File: src/rtl/stream_fork.sv
// Registered one-to-two broadcast stage: each accepted word is offered to two
// consumers that handshake independently; a new word enters only once both have taken the old one.
module stream_fork #(
  parameter int DataWidth = 32
) (
  input  logic                        clk_i,
  input  logic                        reset_ni,
  input  logic                        valid_i,
  input  logic signed [DataWidth-1:0] c_i,
  output logic                        ready_o,
  output logic                        valid_a_o,
  output logic signed [DataWidth-1:0] a_o,
  input  logic                        ready_a_i,
  output logic                        valid_b_o,
  output logic signed [DataWidth-1:0] b_o,
  input  logic                        ready_b_i,
  output logic [1:0]                  state_o
);

  // Handshake: a transfer happens on a rising edge where valid and ready are
  // both high. Once raised, a valid holds with stable data until its ready.
  // Valids come straight from flops; ready_o depends only on the branch readys.

  typedef enum logic [1:0] {
    EMPTY  = 2'b00,
    ONLY_B = 2'b01,
    ONLY_A = 2'b10,
    BOTH   = 2'b11
  } state_e;

  state_e                      state_q, state_d;
  logic signed [DataWidth-1:0] data_q, data_d;
  logic                        pend_a, pend_b;
  logic                        done_a, done_b;
  logic                        accept;

  assign pend_a  = state_q[1];
  assign pend_b  = state_q[0];
  assign done_a  = ~pend_a | ready_a_i;
  assign done_b  = ~pend_b | ready_b_i;
  // Held low during reset so upstream never sees a transfer that gets lost.
  assign ready_o = done_a & done_b & reset_ni;
  assign accept  = valid_i & ready_o;

  assign valid_a_o = pend_a;
  assign valid_b_o = pend_b;
  assign a_o       = data_q;
  assign b_o       = data_q;
  assign state_o   = state_q;

  always_comb begin
    state_d = state_q;
    data_d  = data_q;
    if (accept) begin
      state_d = BOTH;
      data_d  = c_i;
    end else begin
      state_d = state_e'({pend_a & ~ready_a_i, pend_b & ~ready_b_i});
    end
  end

  always_ff @(posedge clk_i or negedge reset_ni) begin
    if (!reset_ni) begin
      state_q <= EMPTY;
      data_q  <= '0;
    end else begin
      state_q <= state_d;
      data_q  <= data_d;
    end
  end

endmodule

File: config.mk
export PLATFORM = sky130hd
export DESIGN_NAME = stream_fork
export DESIGN_NICKNAME = d
export VERILOG_FILES = /design/src/rtl/stream_fork.sv
export SDC_FILE = /design/constraint.sdc
export NUM_CORES = 1
export LEC_CHECK = 0
export ABC_AREA = 1
export CORE_AREA = 2 2 73 75
export CTS_CLUSTER_DIAMETER = 150
export DETAILED_ROUTE_END_ITERATION = 10
export DIE_AREA = 0 0 75 77
export HOLD_SLACK_MARGIN = 0.05
export PLACE_DENSITY = 0.82
export SYNTH_ARGS = -nofsm -noshare
export SYNTH_HDL_FRONTEND = slang
export SYNTH_SLANG_ARGS = --single-unit
File: constraint.sdc
create_clock -name clk_i -period 1.5 [get_ports clk_i]
set_clock_uncertainty 0.2 [all_clocks]
set_input_delay 0.45 -clock clk_i [delete_from_list [all_inputs] [get_ports clk_i]]
set_output_delay 0.45 -clock clk_i [all_outputs]
set_load 0.01 [all_outputs]
==> results.json <==
{
  "wl_per_cell_um": 14.6,
  "fin_area_um2": 2820,
  "rows": 26,
  "worstPathRequired_ps": 850,
  "cp-end-kind": "output port",
  "synth_fp_nets": 225,
  "status": "finished with violations",
  "hpwl_um": 3140,
  "min_path_type": "in2async",
  "ant_nets": 0,
  "hold_viol": 34,
  "drv_cap": 0,
  "placeableCoreArea_um2": 4980,
  "period_minus_slack_ps": 1780,
  "period_share_pct": 119,
  "setup_tns_ps": -8010,
  "diodes": 0,
  "dieArea_um2": 5780,
  "slew_viol_final": 0,
  "cts_buffers": 5,
  "cts_tree": "done",
  "powerDensity_nw_per_um2": 1170,
  "htree_levels": 2,
  "grt_use_total_pct": 16.1,
  "ys.warnings.count": 0,
  "cts-root-buf": "clkbuf_8",
  "dr.first_iter.drc_count": 38,
  "placed_cell_area_um2": 2670,
  "crit_fanout": 2,
  "num_vias": 1633,
  "antenna_found_initial": 0,
  "total_power_w": 0.00331,
  "wl_um": 5320,
  "die_w_um": 75,
  "start_kind": "flop",
  "r2r_slack_ps": -240,
  "hold_ws_ps": -23.6,
  "clock.fmax_mhz": 563,
  "maxSlewHeadroom_pct": 78.1,
  "post-route-util_pct": 56.7,
  "rr_startpoint": "state_o[0]$_DFF_PN0_",
  "worstPathArrival_ps": 1130,
  "fin_ws_ps": -278,
  "p_leak_nw": 1.52,
  "yosysUniqueCellTypes": 14,
  "setup_violations": 44,
  "grt_overflow_total": 0,
  "yosysSeqAreaShare_pct": 48.1,
  "clk_pin_slew_ps": 70,
  "io_pins": 106,
  "clockBufferDepth": 2,
  "drt_first_pass_iters": 4,
  "syn-cell-area_um2": 1770,
  "r2r_end": "a_o[10]$_DFFE_PN0P_",
  "nets": 330,
  "layout-drive-gt1-share_pct": 43.5,
  "grt_max_degree": 36,
  "worst_r2r_path_depth": 8,
  "rsz0062_at_grt": "true",
  "syn_avg_cell_area_um2": 9.40,
  "peakVddDrop_uv": 583,
  "yosys_register_bits": 34,
  "io_buffers": 105,
  "worstSetupPathType": "reg2out",
  "grt_pass1_wl_um": 7250,
  "tightest_slew_ps": 328,
  "grt_pass1_vias": 1485,
  "route.detailed.drc": 0,
  "area_growth_pct": 59.6,
  "violations": "negative hold slack, negative setup slack",
  "n_fill_cell": 487,
  "clk_latency_ps": 280,
  "gp_congestion": 0.681,
  "cts.sinks": 34,
  "initial_utilization_pct": 35.5,
  "die_h_um": 77,
  "routed_via_density": 4.49,
  "synthCells": 188
}
-- logic make-up after synthesis --
| group | after synthesis | synth area share [%] |
|---|---|---|
| and+or+nand+nor | 103 | 28.4 |
| buffers and inverters | 50 | 22.5 |
| AOI/OAI and AO/OA | 1 | 0.920 |
| DFF | 34 | 48.1 |
-- metal layers --
layer | vias to the layer above | routed length (µm) | GRT usage (%)
met3 | 7 | 343 | 4.07
met2 | 65 | 2770 | 27.0
met4 | 0 | 48 | 4.64
met1 | 760 | 2160 | 20.1
met5 | - | 0 | 0
li1 | 801 | - | -
-- through the flow --
| stage | instances | worst slack, ps |
|---|---|---|
| 5_1_grt | 364 | -313 |
| 6_report | 364 | -278 |
| 4_1_cts | 354 | -313 |
| 3_3_place_gp | 331 | -853 |
| 2_1_floorplan | 188 | -64.9 |
| 3_5_place_dp | 331 | -967 |
-- power by group --
part	switching, W	leakage [nW]	internal [W]
registers	0.000127	0.421	0.00110
logic	0.000610	1.04	0.000688
clock network	0.000324	0.0575	0.000464
-- timing repair --
item / in CTS / in global routing
buffers inserted: 15 / 5
pin swaps: 2 / 2
hold endpoints to repair: 34 / 34
resized for setup: 299 / 8
gates cloned: 0 / 6
setup endpoints to repair: 103 / 70
-- cell usage after synthesis --
cell	n	share of area (%)
buf_2	3	0.85
nor2_1	1	0.21
inv_2	1	0.21
a21oi_4	1	0.92
nand2_2	1	0.35
buf_4	35	15
dfrtp_1	34	48
clkbuf_8	3	2.3
nand4_4	1	1.2
buf_6	6	3.8
nand4_1	32	11
nand2_1	67	14
inv_1	2	0.42
nand2_8	1	1.1
-- worst max-delay path by stage --
| stage | cells after the start | endpoint | slack, ps | start |
|---|---|---|---|---|
| global placement | 6 | ready_o | -850 | ready_b_i |
| detailed placement | 6 | ready_o | -970 | ready_b_i |
| floorplan | 5 | ready_o | -60 | ready_b_i |
| global route | 5 | ready_o | -310 | state_o[0]$_DFF_PN0_ |
| finish | 5 | ready_o | -280 | state_o[0]$_DFF_PN0_ |
| CTS | 5 | ready_o | -310 | state_o[0]$_DFF_PN0_ |
-- layout make-up --
| class | instances | area (µm²) | area share (%) |
|---|---|---|---|
| Multi-Input combinational cell | 104 | 534 | 18.9 |
| Timing Repair Buffer | 145 | 1230 | 43.5 |
| Clock buffer | 8 | 110 | 3.90 |
| Inverter | 3 | 11.3 | 0.399 |
| Sequential cell | 34 | 852 | 30.2 |
| Tap cell | 70 | 87.6 | 3.10 |
-- cells in the final DEF, fill, tap and decap left out --
master and count:
clkdlybuf4s50_1 33, nand2_8 1, buf_6 20, inv_2 3
dlygate4sd2_1 2, buf_2 60, nand2_4 1, clkbuf_8 8
buf_16 1, buf_12 3, nor2_4 1, nand4_1 32
a21oi_4 1, dfrtp_1 33, nand4_4 1, nand2_1 66
nand2_2 1, clkbuf_16 4, dfrtp_2 1, buf_4 22
-- critical path, cell delays in order, from the launching register on --
cell     delay (ps)
dfrtp_2         410
buf_6           130
nand2_8          50
nand2_4          50
nor2_4           90
buf_6           110
-- state kept, by name, indices dropped and copies added, names as in the netlist --
name and count:
a_o 32, state_o 2
Note: power is estimated with default switching activity, not from simulation.
